$ cat src/rtl/vidpll_mode_seq_pkg.sv
// Shared definitions for the video rPLL mode sequencer: state encoding,
// mode-table entry layout and a small sizing helper.
package vidpll_mode_seq_pkg;

    typedef enum logic [2:0] {
        INIT     = 3'd0,
        QUIESCE  = 3'd1,
        LOAD     = 3'd2,
        PLLRST   = 3'd3,
        WAITLOCK = 3'd4,
        STABLE   = 3'd5,
        RUN      = 3'd6,
        FAULT    = 3'd7
    } state_t;

    // Table entry = {idsel, fbdsel, odsel}
    localparam int ENTRY_W    = 18;
    localparam int CODE_W     = 6;
    localparam int ODSEL_LSB  = 0;
    localparam int FBDSEL_LSB = 6;
    localparam int IDSEL_LSB  = 12;

    function automatic int max_of4(input int a, input int b, input int c, input int d);
        int m;
        m = a;
        if (b > m) m = b;
        if (c > m) m = c;
        if (d > m) m = d;
        return m;
    endfunction

endpackage

$ cat src/rtl/vidpll_mode_seq_sync_2ff.sv
// Two-flop synchroniser for the asynchronous rPLL LOCK output.
module sync_2ff (
    input  logic clk,
    input  logic reset_n,
    input  logic d,
    output logic q
);

    logic meta;

    always_ff @(posedge clk or negedge reset_n) begin
        if (!reset_n) begin
            meta <= 1'b0;
            q    <= 1'b0;
        end else begin
            meta <= d;
            q    <= meta;
        end
    end

endmodule

$ cat src/rtl/vidpll_mode_seq.sv
// Mode sequencer for a dynamically reconfigured video rPLL: quiesce video,
// load divider codes, reset the PLL, wait for a stable lock, release video.
module vidpll_mode_seq
    import vidpll_mode_seq_pkg::*;
#(
    parameter int NUM_MODES    = 2,
    parameter int MODE_W       = 1,
    parameter logic [ENTRY_W*NUM_MODES-1:0] MODE_TABLE = {18'o777377, 18'o776677},
    parameter int QUIESCE_CYC  = 16,
    parameter int RST_CYC      = 32,
    parameter int LOCK_TIMEOUT = 65535,
    parameter int LOCK_STABLE  = 1024,
    parameter int MAX_RETRY    = 3
) (
    input  logic              clk,
    input  logic              reset_n,
    input  logic [MODE_W-1:0] mode_req,
    input  logic              pll_lock,
    output logic              pll_reset,
    output logic [5:0]        pll_idsel,
    output logic [5:0]        pll_fbdsel,
    output logic [5:0]        pll_odsel,
    output logic [MODE_W-1:0] mode_act,
    output logic              video_reset_n,
    output logic              busy,
    output logic              fault,
    output logic [7:0]        relock_cnt
);

    localparam int CNT_MAX = max_of4(QUIESCE_CYC, RST_CYC, LOCK_TIMEOUT, LOCK_STABLE);
    localparam int CNT_W   = $clog2(CNT_MAX + 1);
    localparam int RETRY_W = $clog2(MAX_RETRY + 1);

    localparam logic [CNT_W-1:0] LD_QUIESCE = CNT_W'(QUIESCE_CYC - 1);
    localparam logic [CNT_W-1:0] LD_RST     = CNT_W'(RST_CYC - 1);
    localparam logic [CNT_W-1:0] LD_TIMEOUT = CNT_W'(LOCK_TIMEOUT - 1);
    // The WAITLOCK cycle that first sees lock counts as stable cycle one.
    localparam logic [CNT_W-1:0] LD_STABLE  = CNT_W'(LOCK_STABLE - 2);

    state_t               state;
    logic [CNT_W-1:0]     cnt;
    logic [RETRY_W-1:0]   retry;
    logic [MODE_W-1:0]    target;
    logic [MODE_W-1:0]    init_tgt;
    logic [ENTRY_W-1:0]   codes;
    logic                 lock_s;

    function automatic logic in_range(input logic [MODE_W-1:0] m);
        return int'(m) < NUM_MODES;
    endfunction

    function automatic logic [ENTRY_W-1:0] entry_of(input logic [MODE_W-1:0] m);
        return MODE_TABLE[ENTRY_W*int'(m) +: ENTRY_W];
    endfunction

    sync_2ff u_lock_sync (
        .clk     (clk),
        .reset_n (reset_n),
        .d       (pll_lock),
        .q       (lock_s)
    );

    always_comb begin
        init_tgt = '0;
        if (in_range(mode_req)) init_tgt = mode_req;
    end

    assign pll_idsel  = codes[IDSEL_LSB  +: CODE_W];
    assign pll_fbdsel = codes[FBDSEL_LSB +: CODE_W];
    assign pll_odsel  = codes[ODSEL_LSB  +: CODE_W];

    always_ff @(posedge clk or negedge reset_n) begin
        if (!reset_n) begin
            state         <= INIT;
            cnt           <= '0;
            retry         <= '0;
            target        <= '0;
            codes         <= MODE_TABLE[ENTRY_W-1:0];
            pll_reset     <= 1'b1;
            video_reset_n <= 1'b0;
            mode_act      <= '0;
            busy          <= 1'b1;
            fault         <= 1'b0;
            relock_cnt    <= '0;
        end else begin
            case (state)
                INIT: begin
                    target <= init_tgt;
                    codes  <= entry_of(init_tgt);
                    cnt    <= '0;
                    state  <= LOAD;
                end
                QUIESCE: begin
                    // Codes change on LOAD entry so they are settled before the reset pulse.
                    if (cnt == '0) begin
                        codes <= entry_of(target);
                        state <= LOAD;
                    end else begin
                        cnt <= cnt - 1'b1;
                    end
                end
                LOAD: begin
                    retry     <= '0;
                    pll_reset <= 1'b1;
                    cnt       <= LD_RST;
                    state     <= PLLRST;
                end
                PLLRST: begin
                    if (cnt == '0) begin
                        pll_reset <= 1'b0;
                        cnt       <= LD_TIMEOUT;
                        state     <= WAITLOCK;
                    end else begin
                        cnt <= cnt - 1'b1;
                    end
                end
                WAITLOCK: begin
                    if (lock_s) begin
                        cnt   <= LD_STABLE;
                        state <= STABLE;
                    end else if (cnt == '0) begin
                        retry <= retry + 1'b1;
                        if (int'(retry) + 1 < MAX_RETRY) begin
                            pll_reset <= 1'b1;
                            cnt       <= LD_RST;
                            state     <= PLLRST;
                        end else begin
                            fault <= 1'b1;
                            busy  <= 1'b0;
                            cnt   <= '0;
                            state <= FAULT;
                        end
                    end else begin
                        cnt <= cnt - 1'b1;
                    end
                end
                STABLE: begin
                    if (!lock_s) begin
                        cnt   <= LD_TIMEOUT;
                        state <= WAITLOCK;
                    end else if (cnt == '0) begin
                        mode_act      <= target;
                        video_reset_n <= 1'b1;
                        busy          <= 1'b0;
                        state         <= RUN;
                    end else begin
                        cnt <= cnt - 1'b1;
                    end
                end
                RUN: begin
                    if (!lock_s) begin
                        if (relock_cnt != 8'hFF) relock_cnt <= relock_cnt + 8'd1;
                        video_reset_n <= 1'b0;
                        busy          <= 1'b1;
                        pll_reset     <= 1'b1;
                        retry         <= '0;
                        cnt           <= LD_RST;
                        state         <= PLLRST;
                    end else if (mode_req != mode_act && in_range(mode_req)) begin
                        target        <= mode_req;
                        video_reset_n <= 1'b0;
                        busy          <= 1'b1;
                        cnt           <= LD_QUIESCE;
                        state         <= QUIESCE;
                    end
                end
                FAULT: begin
                    if (mode_req != target && in_range(mode_req)) begin
                        target <= mode_req;
                        fault  <= 1'b0;
                        busy   <= 1'b1;
                        cnt    <= LD_QUIESCE;
                        state  <= QUIESCE;
                    end
                end
                default: state <= INIT;
            endcase
        end
    end

endmodule

$ cat config.mk
export PLATFORM = sky130hd
export DESIGN_NAME = vidpll_mode_seq
export DESIGN_NICKNAME = d
export VERILOG_FILES = /design/src/rtl/vidpll_mode_seq_pkg.sv /design/src/rtl/vidpll_mode_seq_sync_2ff.sv /design/src/rtl/vidpll_mode_seq.sv
export SDC_FILE = /design/constraint.sdc
export NUM_CORES = 1
export LEC_CHECK = 0
export BUFFER_PORTS_ARGS = -buffer_cell sky130_fd_sc_hd__buf_2
export CORE_UTILIZATION = 52
export CTS_CLUSTER_SIZE = 30
export DETAILED_ROUTE_END_ITERATION = 10
export PLACE_DENSITY = 0.78
export SKIP_CTS_REPAIR_TIMING = 1
export SYNTH_ARGS = -nofsm -noshare
export SYNTH_HDL_FRONTEND = slang
export SYNTH_SLANG_ARGS = --single-unit
$ cat constraint.sdc
create_clock -name clk -period 2.5 [get_ports clk]
set_clock_uncertainty 0.1 [all_clocks]
set_input_delay 0.5 -clock clk [delete_from_list [all_inputs] [get_ports clk]]
set_output_delay 0.5 -clock clk [all_outputs]
set_load 0.005 [all_outputs]
; Word-level counts from Yosys, hierarchy flattened
; Index checks and enable logic that the tools add are counted.
[word_totals]
input_bits = 4
elab_cells = 123
register_bits = 55
[op_classes]
n_mul = 2
order_cmp = 1
bitwise = 1
n_shift = 2
reduce_logical = 20
add_sub_neg = 4
mux = 55
n_eq_ne = 25
[op_table]
columns = cell, n
row1 = 2-to-1 mux 16 bit, 8
row2 = one-hot mux 16 bit (8 select lines), 1
row3 = variable part select 36 x 7 -> 18 bit (first input constant), 2
row4 = one-hot mux 18 bit (2 select lines), 1
row5 = 2-to-1 mux 3 bit, 10
row6 = one-hot mux 3 bit (8 select lines), 1
row7 = 2-to-1 mux 1 bit, 23
row8 = != test 2 bit (second input constant), 10
row9 = 2-to-1 mux 18 bit, 1
row10 = logical NOT 16 bit, 1
row11 = subtractor 16 x 1 -> 16 bit (second input constant), 1
row12 = equality test 3 bit (second input constant), 4
row13 = AND reduction 4 bit, 3
row14 = AND reduction 6 bit, 2
row15 = multiplier 4 x 1 -> 5 bit (first input constant), 2
row16 = adder 8 x 1 -> 8 bit (second input constant), 1
row17 = != test 8 bit (second input constant), 1
row18 = one-hot mux 1 bit (4 select lines), 2
row19 = AND reduction 8 bit, 1
row20 = nonzero test 4 bit, 2
row21 = equality test 3 x 2 -> 1 bit (second input constant), 2
row22 = 2-to-1 mux 2 bit, 3
row23 = != test 3 bit (second input constant), 2
row24 = one-hot mux 2 bit (3 select lines), 1
row25 = 17 further kinds, 25

; Depth between registers and ports, before layout
; Gate-level depths: netlist (run 1).
[logic_depth]
word_depth = 6
ltp_mapped = 13
ltp_nobuf = 10

; Hierarchy
; A second synthesis (run 1) with hierarchy kept.
[hier_totals]
hier_cells = 290
hier_area_um2 = 2549.9
[modules_own_cells]
columns = module, area_per_inst_um2, cells_per_inst, n_inst
row1 = vidpll_mode_seq, 2499.9, 288, 1
row2 = sync_2ff, 50.0, 2, 1

; Least setup slack after synthesis (run 1)
; No wires, ideal clock.
[synth_path]
path_kind = register -> register
startpoint = reg cnt[0]
endpoint = reg cnt[0]
setup_ns = 0.121
required_ns = 2.279
n_path_buf = 3
t_arrival_ns = 2.355
path_slack_ns = -0.076
path_stages_with_launch = 14
period_less_slack_ns = 2.576
path_cell_list = dfrtp_1 inv_1 ha_1 nor4b_2 and4_1 buf_4 inv_2 buf_2 buf_2 ha_1 nor3_1 o22ai_1 o41ai_1 a22o_1
[synth_between]
elab_chain_len = 4
word_cells_on_any_way = 8
classes_between = add/sub (1) / mux (6) / reduce/logical (1)
[synth_rtl]
columns = item, line
row1 = "start, declared", vidpll_mode_seq.sv:41  ; logic [CNT_W-1:0] cnt;
row2 = "start signal, assigned", vidpll_mode_seq.sv:99  ; cnt <= cnt - 1'b1;
row3 = "start signal, assigned", vidpll_mode_seq.sv:114  ; cnt <= cnt - 1'b1;
row4 = "start signal, assigned", vidpll_mode_seq.sv:134  ; cnt <= cnt - 1'b1;
row5 = subtractor 16 x 1 -> 16 bit or logical NOT 16 bit (tied branches), --
row6 = 2-to-1 mux 16 bit (on tied branches), "vidpll_mode_seq.sv:95, vidpll_mode_seq.sv:141, vidpll_mode_seq.sv:121"
row7 = 2-to-1 mux 16 bit (on tied branches), "vidpll_mode_seq.sv:138, vidpll_mode_seq.sv:118"
row8 = one-hot mux 16 bit (8 select lines) *, vidpll_mode_seq.sv:86  ; case (state)
; Every way passes the cells marked *; elsewhere a longest branch is shown, timed or not.
; A chain may end at the register's enable or synchronous reset.

; Worst setup path in the final report (run 1)
[layout_path]
startpoint = reg cnt[1]
endpoint = reg cnt[7]
; Same word-level chain as after synthesis.

==> flow_summary.json, run 1 <==
{
  "crit_arrival_ns": 2.43,
  "cts.sinks": 39,
  "hp-class": "input pin to asynchronous set/reset pin",
  "cap_violations": 0,
  "ys_warn_count": 0,
  "max_slew_margin_pct": 42.1,
  "core_area_um2": 4750,
  "initial_core_util_pct": 54.4,
  "synthDistinctLibCells": 65,
  "worst-path-max-fanout": 11,
  "p_per_area_nw_per_um2": 490,
  "syn-cell-area_um2": 2590,
  "cts_root_buffer": "clkbuf_8",
  "fill_cells": 438,
  "p_leak_nw": 1.23,
  "grt_pass1_vias": 2129,
  "drv_slew": 0,
  "cts_buffer_depth": 2,
  "fin_util_pct": 59.8,
  "synth_area_leaders": "dfrtp_1 35%, buf_4 4.9%, o21ai_0 4.4%, nand2_1 4.2%, dfstp_2 3.0%",
  "antenna_found_initial": 0,
  "drt_first_pass_iters": 5,
  "worstPathRequired_ns": 2.59,
  "clock.fmax_mhz": 427,
  "grt_max_degree": 40,
  "grt_setup_unrepaired": "false",
  "setup_viol": 0,
  "synth_flop_cell": "dfrtp_1",
  "avgRoutedWirePerCell_um": 15.9,
  "dp_hpwl_um": 4300,
  "worst_pin_slew_ns": 0.869,
  "overflow": 0,
  "grt_pass1_wl_um": 10200,
  "gp_congestion": 0.966,
  "worstSetupStartpointType": "flip-flop",
  "clkSlewWorstSetupHoldPaths_ns": 0.08,
  "cts_tree": "done",
  "path_class": "flip-flop to flip-flop",
  "vias": 2363,
  "yosysSeqAreaShare_pct": 37.9,
  "setup_tns_ns": 0,
  "die_x_um": 72.5,
  "irDropWorstVdd_mv": 0.380,
  "area_delta_synth_final_pct": 9.86,
  "min_period_over_period_pct": 93.6,
  "syn_inst": 296,
  "synth_area_leader_cell": "dfrtp_1",
  "die_h_um": 72.5,
  "track_usage_pct": 25.4,
  "die-area_um2": 5260,
  "viasPerCell": 6.17,
  "antennaDiodeCount": 0,
  "core.rowCount": 25,
  "htreeDepth": 2,
  "synth.avg_cell_area_um2": 8.74,
  "worst_hold_slack_ns": 0.201,
  "synth_edf_count": 0,
  "min_period_ns": 2.34,
  "hold_viol": 0,
  "io_pins": 35,
  "ant_nets": 0,
  "drt-total-wl_um": 6100,
  "ys_ff_latch": 39,
  "worstSkewPairLatency_ns": 0.30,
  "drc": 0,
  "power.total_mw": 1.39,
  "layout.nets": 325,
  "synth_top_area_share_pct": 34.8,
  "status": "finished clean",
  "numPortBuffers": 19,
  "async_reset_ff_share_pct": 100,
  "end_kind": "flip-flop",
  "final_layout_size_suffix_gt1_share_pct": 17.7,
  "cts-buffers-inserted": 5,
  "drt_iter0_markers": 200
}
[logic make-up after synthesis]
| group | synth area share [%] |
|---|---|
| compound gates | 24.7 |
| xor+xnor | 4.06 |
| fa+ha+maj | 2.90 |
| buf+inv | 8.80 |
| flops | 37.9 |
| mux | 1.26 |
| other cells | 0.145 |
| simple gates | 20.3 |
[flip-flops by register name, indices dropped and copies added, names as in the netlist, 2 cells and up]
signal / count
cnt: 16
codes: 2
relock_cnt: 8
retry: 2
state: 3
[stage by stage]
stage               area, um2  setup slack [ns]  cells
global route             2840            0.0208    383
global placement         2730             0.267    375
CTS                      2840             0.187    383
detailed placement       2730             0.198    375
floorplan                2660          0.000965    310
finish                   2840             0.160    383
[layout by cell type, fill, tap and decap left out, types with 4 or more instances in the layout]
master | netlist | layout
a21o_1 | 4 | 4
a21oi_1 | 13 | 13
buf_2 | 5 | 19
buf_4 | 17 | 13
clkbuf_8 | 0 | 5
conb_1 | 1 | 15
dfrtp_1 | 36 | 36
ha_1 | 6 | 5
inv_1 | 7 | 6
nand2_1 | 29 | 29
nand2b_1 | 4 | 4
nand3_1 | 10 | 10
nor2_1 | 20 | 20
nor3_1 | 9 | 9
nor4_1 | 6 | 6
o21ai_0 | 23 | 23
o31ai_1 | 6 | 6
o41ai_1 | 4 | 4
xnor2_1 | 8 | 8
xor2_1 | 4 | 4
[path summary, 6_finish.rpt]
path	start	cells after the start	endpoint	slack, ns
max	cnt[1]$_DFFE_PN0P_	8	cnt[7]$_DFFE_PN0P_	0.16
max reg2reg	cnt[1]$_DFFE_PN0P_	8	cnt[7]$_DFFE_PN0P_	0.16
min	reset_n	1	cnt[9]$_DFFE_PN0P_	0.20
max in group asynchronous	reset_n	1	relock_cnt[6]$_DFFE_PN0P_	1.54
min reg2reg	u_lock_sync.meta$_DFF_PN0_	0	u_lock_sync.q$_DFF_PN0_	0.26
min in group clk	pll_lock	1	u_lock_sync.meta$_DFF_PN0_	0.20
[report_power, final]
part / internal (mW) / leakage [nW] / total (mW) / switching, mW
registers: 0.655 / 0.447 / 0.692 / 0.0369
logic: 0.0678 / 0.726 / 0.158 / 0.0902
clock network: 0.297 / 0.0581 / 0.542 / 0.245
[layout make-up]
cell class                 count  area, um2  area share, %
multi-input combinational    229       1440           50.8
sequential                    39        980           34.5
timing repair buffer          32        193           6.78
tap                           67       83.8           2.95
clock buffer                   5       68.8           2.42
clock inverter                 3       43.8           1.54
inverter                       8       30.0           1.06
[cell usage after synthesis, types with 5 or more instances]
| master | n |
|---|---|
| clkbuf_1 | 11 |
| xnor2_1 | 8 |
| nor4_1 | 6 |
| inv_1 | 7 |
| buf_4 | 17 |
| buf_2 | 5 |
| dfrtp_1 | 36 |
| nand3_1 | 10 |
| o21ai_0 | 23 |
| a21oi_1 | 13 |
| o31ai_1 | 6 |
| nand2_1 | 29 |
| nor3_1 | 9 |
| nor2_1 | 20 |
| ha_1 | 6 |
[worst max-delay path, stage by stage, from the launching register on]
cell	delay, ns
dfrtp_1	0.41
inv_1	0.11
ha_2	0.21
nor4b_4	0.23
and4_1	0.26
inv_2	0.10
o21ai_1	0.29
o21ai_0	0.15
a221o_1	0.36
[metal layers]
| metal | global-route usage (%) | wire (um) |
|---|---|---|
| met1 | 35.4 | 2740 |
| met2 | 37.5 | 2810 |
| met3 | 5.42 | 417 |
| met4 | 12.2 | 133 |
| met5 | 0 | 0 |
Note: power is estimated with default switching activity, not from simulation.
==> run 2: changes to the inputs <==
- CORE_ASPECT_RATIO: default -> 1.75
==> run 2 against run 1 <==
  * Flip-flop and latch count is the same
  * Count of clock-buffer cells in the layout is the same
  * Non-clock buffer count grew 1
==> flow_summary.json, run 2 (same netlist as run 1, synthesis figures left out) <==
{
  "numPortBuffers": 19,
  "gp_congestion": 0.926,
  "worstSetupStartpointType": "flip-flop",
  "htreeDepth": 2,
  "viasPerCell": 6.48,
  "mostFrequentLayoutCells": "36 x dfrtp_1, 29 x nand2_1, 23 x o21ai_0",
  "vias": 2391,
  "initial_core_util_pct": 54.5,
  "core_area_um2": 4750,
  "worstSetupEndpoint": "cnt[14]$_DFFE_PN0P_",
  "overflow": 0,
  "cts_buffer_depth": 2,
  "die_x_um": 55.3,
  "dp_hpwl_um": 4870,
  "ant_nets": 0,
  "grt_max_degree": 40,
  "internal_power_mw": 0.920,
  "reg2reg_slack_ns": 0.20,
  "setup_tns_ns": 0,
  "irDropWorstVdd_mv": 0.490,
  "die_h_um": 95.3,
  "p_clk_share_pct": 33.7,
  "cts_tree": "done",
  "hp-class": "input pin to asynchronous set/reset pin",
  "worstPathRequired_ns": 2.58,
  "drt-total-wl_um": 6550,
  "rr_endpoint": "cnt[14]$_DFFE_PN0P_",
  "fin_util_pct": 59.2,
  "core.rowCount": 33,
  "largest_reg_flops": 16,
  "drt_iter0_markers": 107,
  "r2r_start": "cnt[8]$_DFFE_PN0P_",
  "grt_setup_unrepaired": "false",
  "antenna_found_initial": 0,
  "p_sw_share_pct": 28.6,
  "end_kind": "flip-flop",
  "cts_root_buffer": "clkbuf_8",
  "largest_register": "cnt",
  "slowest_delay_ns": 0.57,
  "final_common_cell": "dfrtp_1",
  "power.total_mw": 1.29,
  "avgRoutedWirePerCell_um": 17.8,
  "reg_top3": "cnt: 16 flops, relock_cnt: 8 flops, state: 3 flops",
  "final_layout_size_suffix_gt1_share_pct": 18.3,
  "hold_viol": 0,
  "die-area_um2": 5270,
  "cp_num_cells": 5,
  "p_leak_nw": 1.22,
  "path_buf_inv": 0,
  "io_pins": 35,
  "worst-path-max-fanout": 6,
  "max_slew_margin_pct": 42.0,
  "min_period_ns": 2.30,
  "cts.sinks": 39,
  "critical_path.slowest_cell": "or4_4",
  "antennaDiodeCount": 0,
  "reg2reg_depth": 5,
  "setup_viol": 0,
  "grt_pass1_vias": 2387,
  "pwr-share-comb_pct": 13.0,
  "worst_pin_slew_ns": 0.870,
  "drc": 0,
  "grt_pass1_wl_um": 11200,
  "cp-startpoint": "cnt[8]$_DFFE_PN0P_",
  "track_usage_pct": 27.3,
  "status": "finished clean",
  "drt_first_pass_iters": 5,
  "path_class": "flip-flop to flip-flop",
  "seq_power_share_pct": 53.3,
  "p_per_area_nw_per_um2": 458,
  "clkSlewWorstSetupHoldPaths_ns": 0.09,
  "crit_chain": "or4_4 -> or4_1 -> o31a_1 -> o211ai_1 -> nand3_1",
  "switchingPower_mw": 0.368,
  "cap_violations": 0,
  "crit_arrival_ns": 2.38,
  "worstSkewPairLatency_ns": 0.29,
  "min_period_over_period_pct": 92.0,
  "drv_slew": 0,
  "area_delta_synth_final_pct": 8.66,
  "cp_top_family": "simple AND/OR/NAND/NOR gates",
  "clock.fmax_mhz": 435,
  "cts-buffers-inserted": 5,
  "layout.nets": 326
}
-- run 2: cell types whose count changed in the layout (fill, tap and decap cells not counted), sizes merged --
cell and change:
bufinv -1, clkinvlp +2, buf +1, clkinv -1
-- run 2: layer usage --
layer | GRT usage [%] | wire length, um | vias up
met2 | 49.7 | 3450 | 106
li1 | - | - | 1118
met4 | 18.5 | 358 | 0
met5 | 0 | 0 | -
met3 | 2.85 | 299 | 33
met1 | 29.4 | 2440 | 1134
-- run 2: stage by stage --
| stage | area [um2] | setup slack [ns] | hold slack (ns) | cells |
|---|---|---|---|---|
| 3_5_place_dp | 2720 | 0.189 | 0.248 | 361 |
| 4_1_cts | 2810 | 0.179 | 0.209 | 369 |
| 2_1_floorplan | 2660 | 0.000965 | 0.104 | 310 |
| 3_3_place_gp | 2720 | 0.247 | 0.242 | 361 |
| 6_report | 2810 | 0.201 | 0.212 | 369 |
| 5_1_grt | 2810 | 0.0222 | 0.210 | 369 |
-- run 2: final cells by class --
cell class,instances,area (um2)
fillers,422,1940
multi-input cells,229,1450
well taps,52,65.1
clock inverters,3,20.0
inverters,8,30.0
flip-flops and latches,39,980
repair buffers,33,200
clock buffers,5,68.8
-- run 2: how the worst min path moves through the flow --
stage	start	to	cells after the start
after floorplan	reset_n	cnt[0]$_DFFE_PN0P_	0
after global placement	u_lock_sync.meta$_DFF_PN0_	u_lock_sync.q$_DFF_PN0_	0
after detailed placement	u_lock_sync.meta$_DFF_PN0_	u_lock_sync.q$_DFF_PN0_	0
after CTS	pll_lock	u_lock_sync.meta$_DFF_PN0_	1
after global routing	pll_lock	u_lock_sync.meta$_DFF_PN0_	1
final	reset_n	cnt[14]$_DFFE_PN0P_	1
-- run 2: power groups by stage --
| stage | clock, mW | sequential [mW] | combinational [mW] |
|---|---|---|---|
| global route | 0.461 | 0.691 | 0.187 |
| floorplan | 0 | 0.692 | 0.131 |
| CTS | 0.439 | 0.685 | 0.166 |
| global placement | 0 | 0.697 | 0.164 |
| finish | 0.435 | 0.686 | 0.167 |
| detailed placement | 0 | 0.698 | 0.165 |
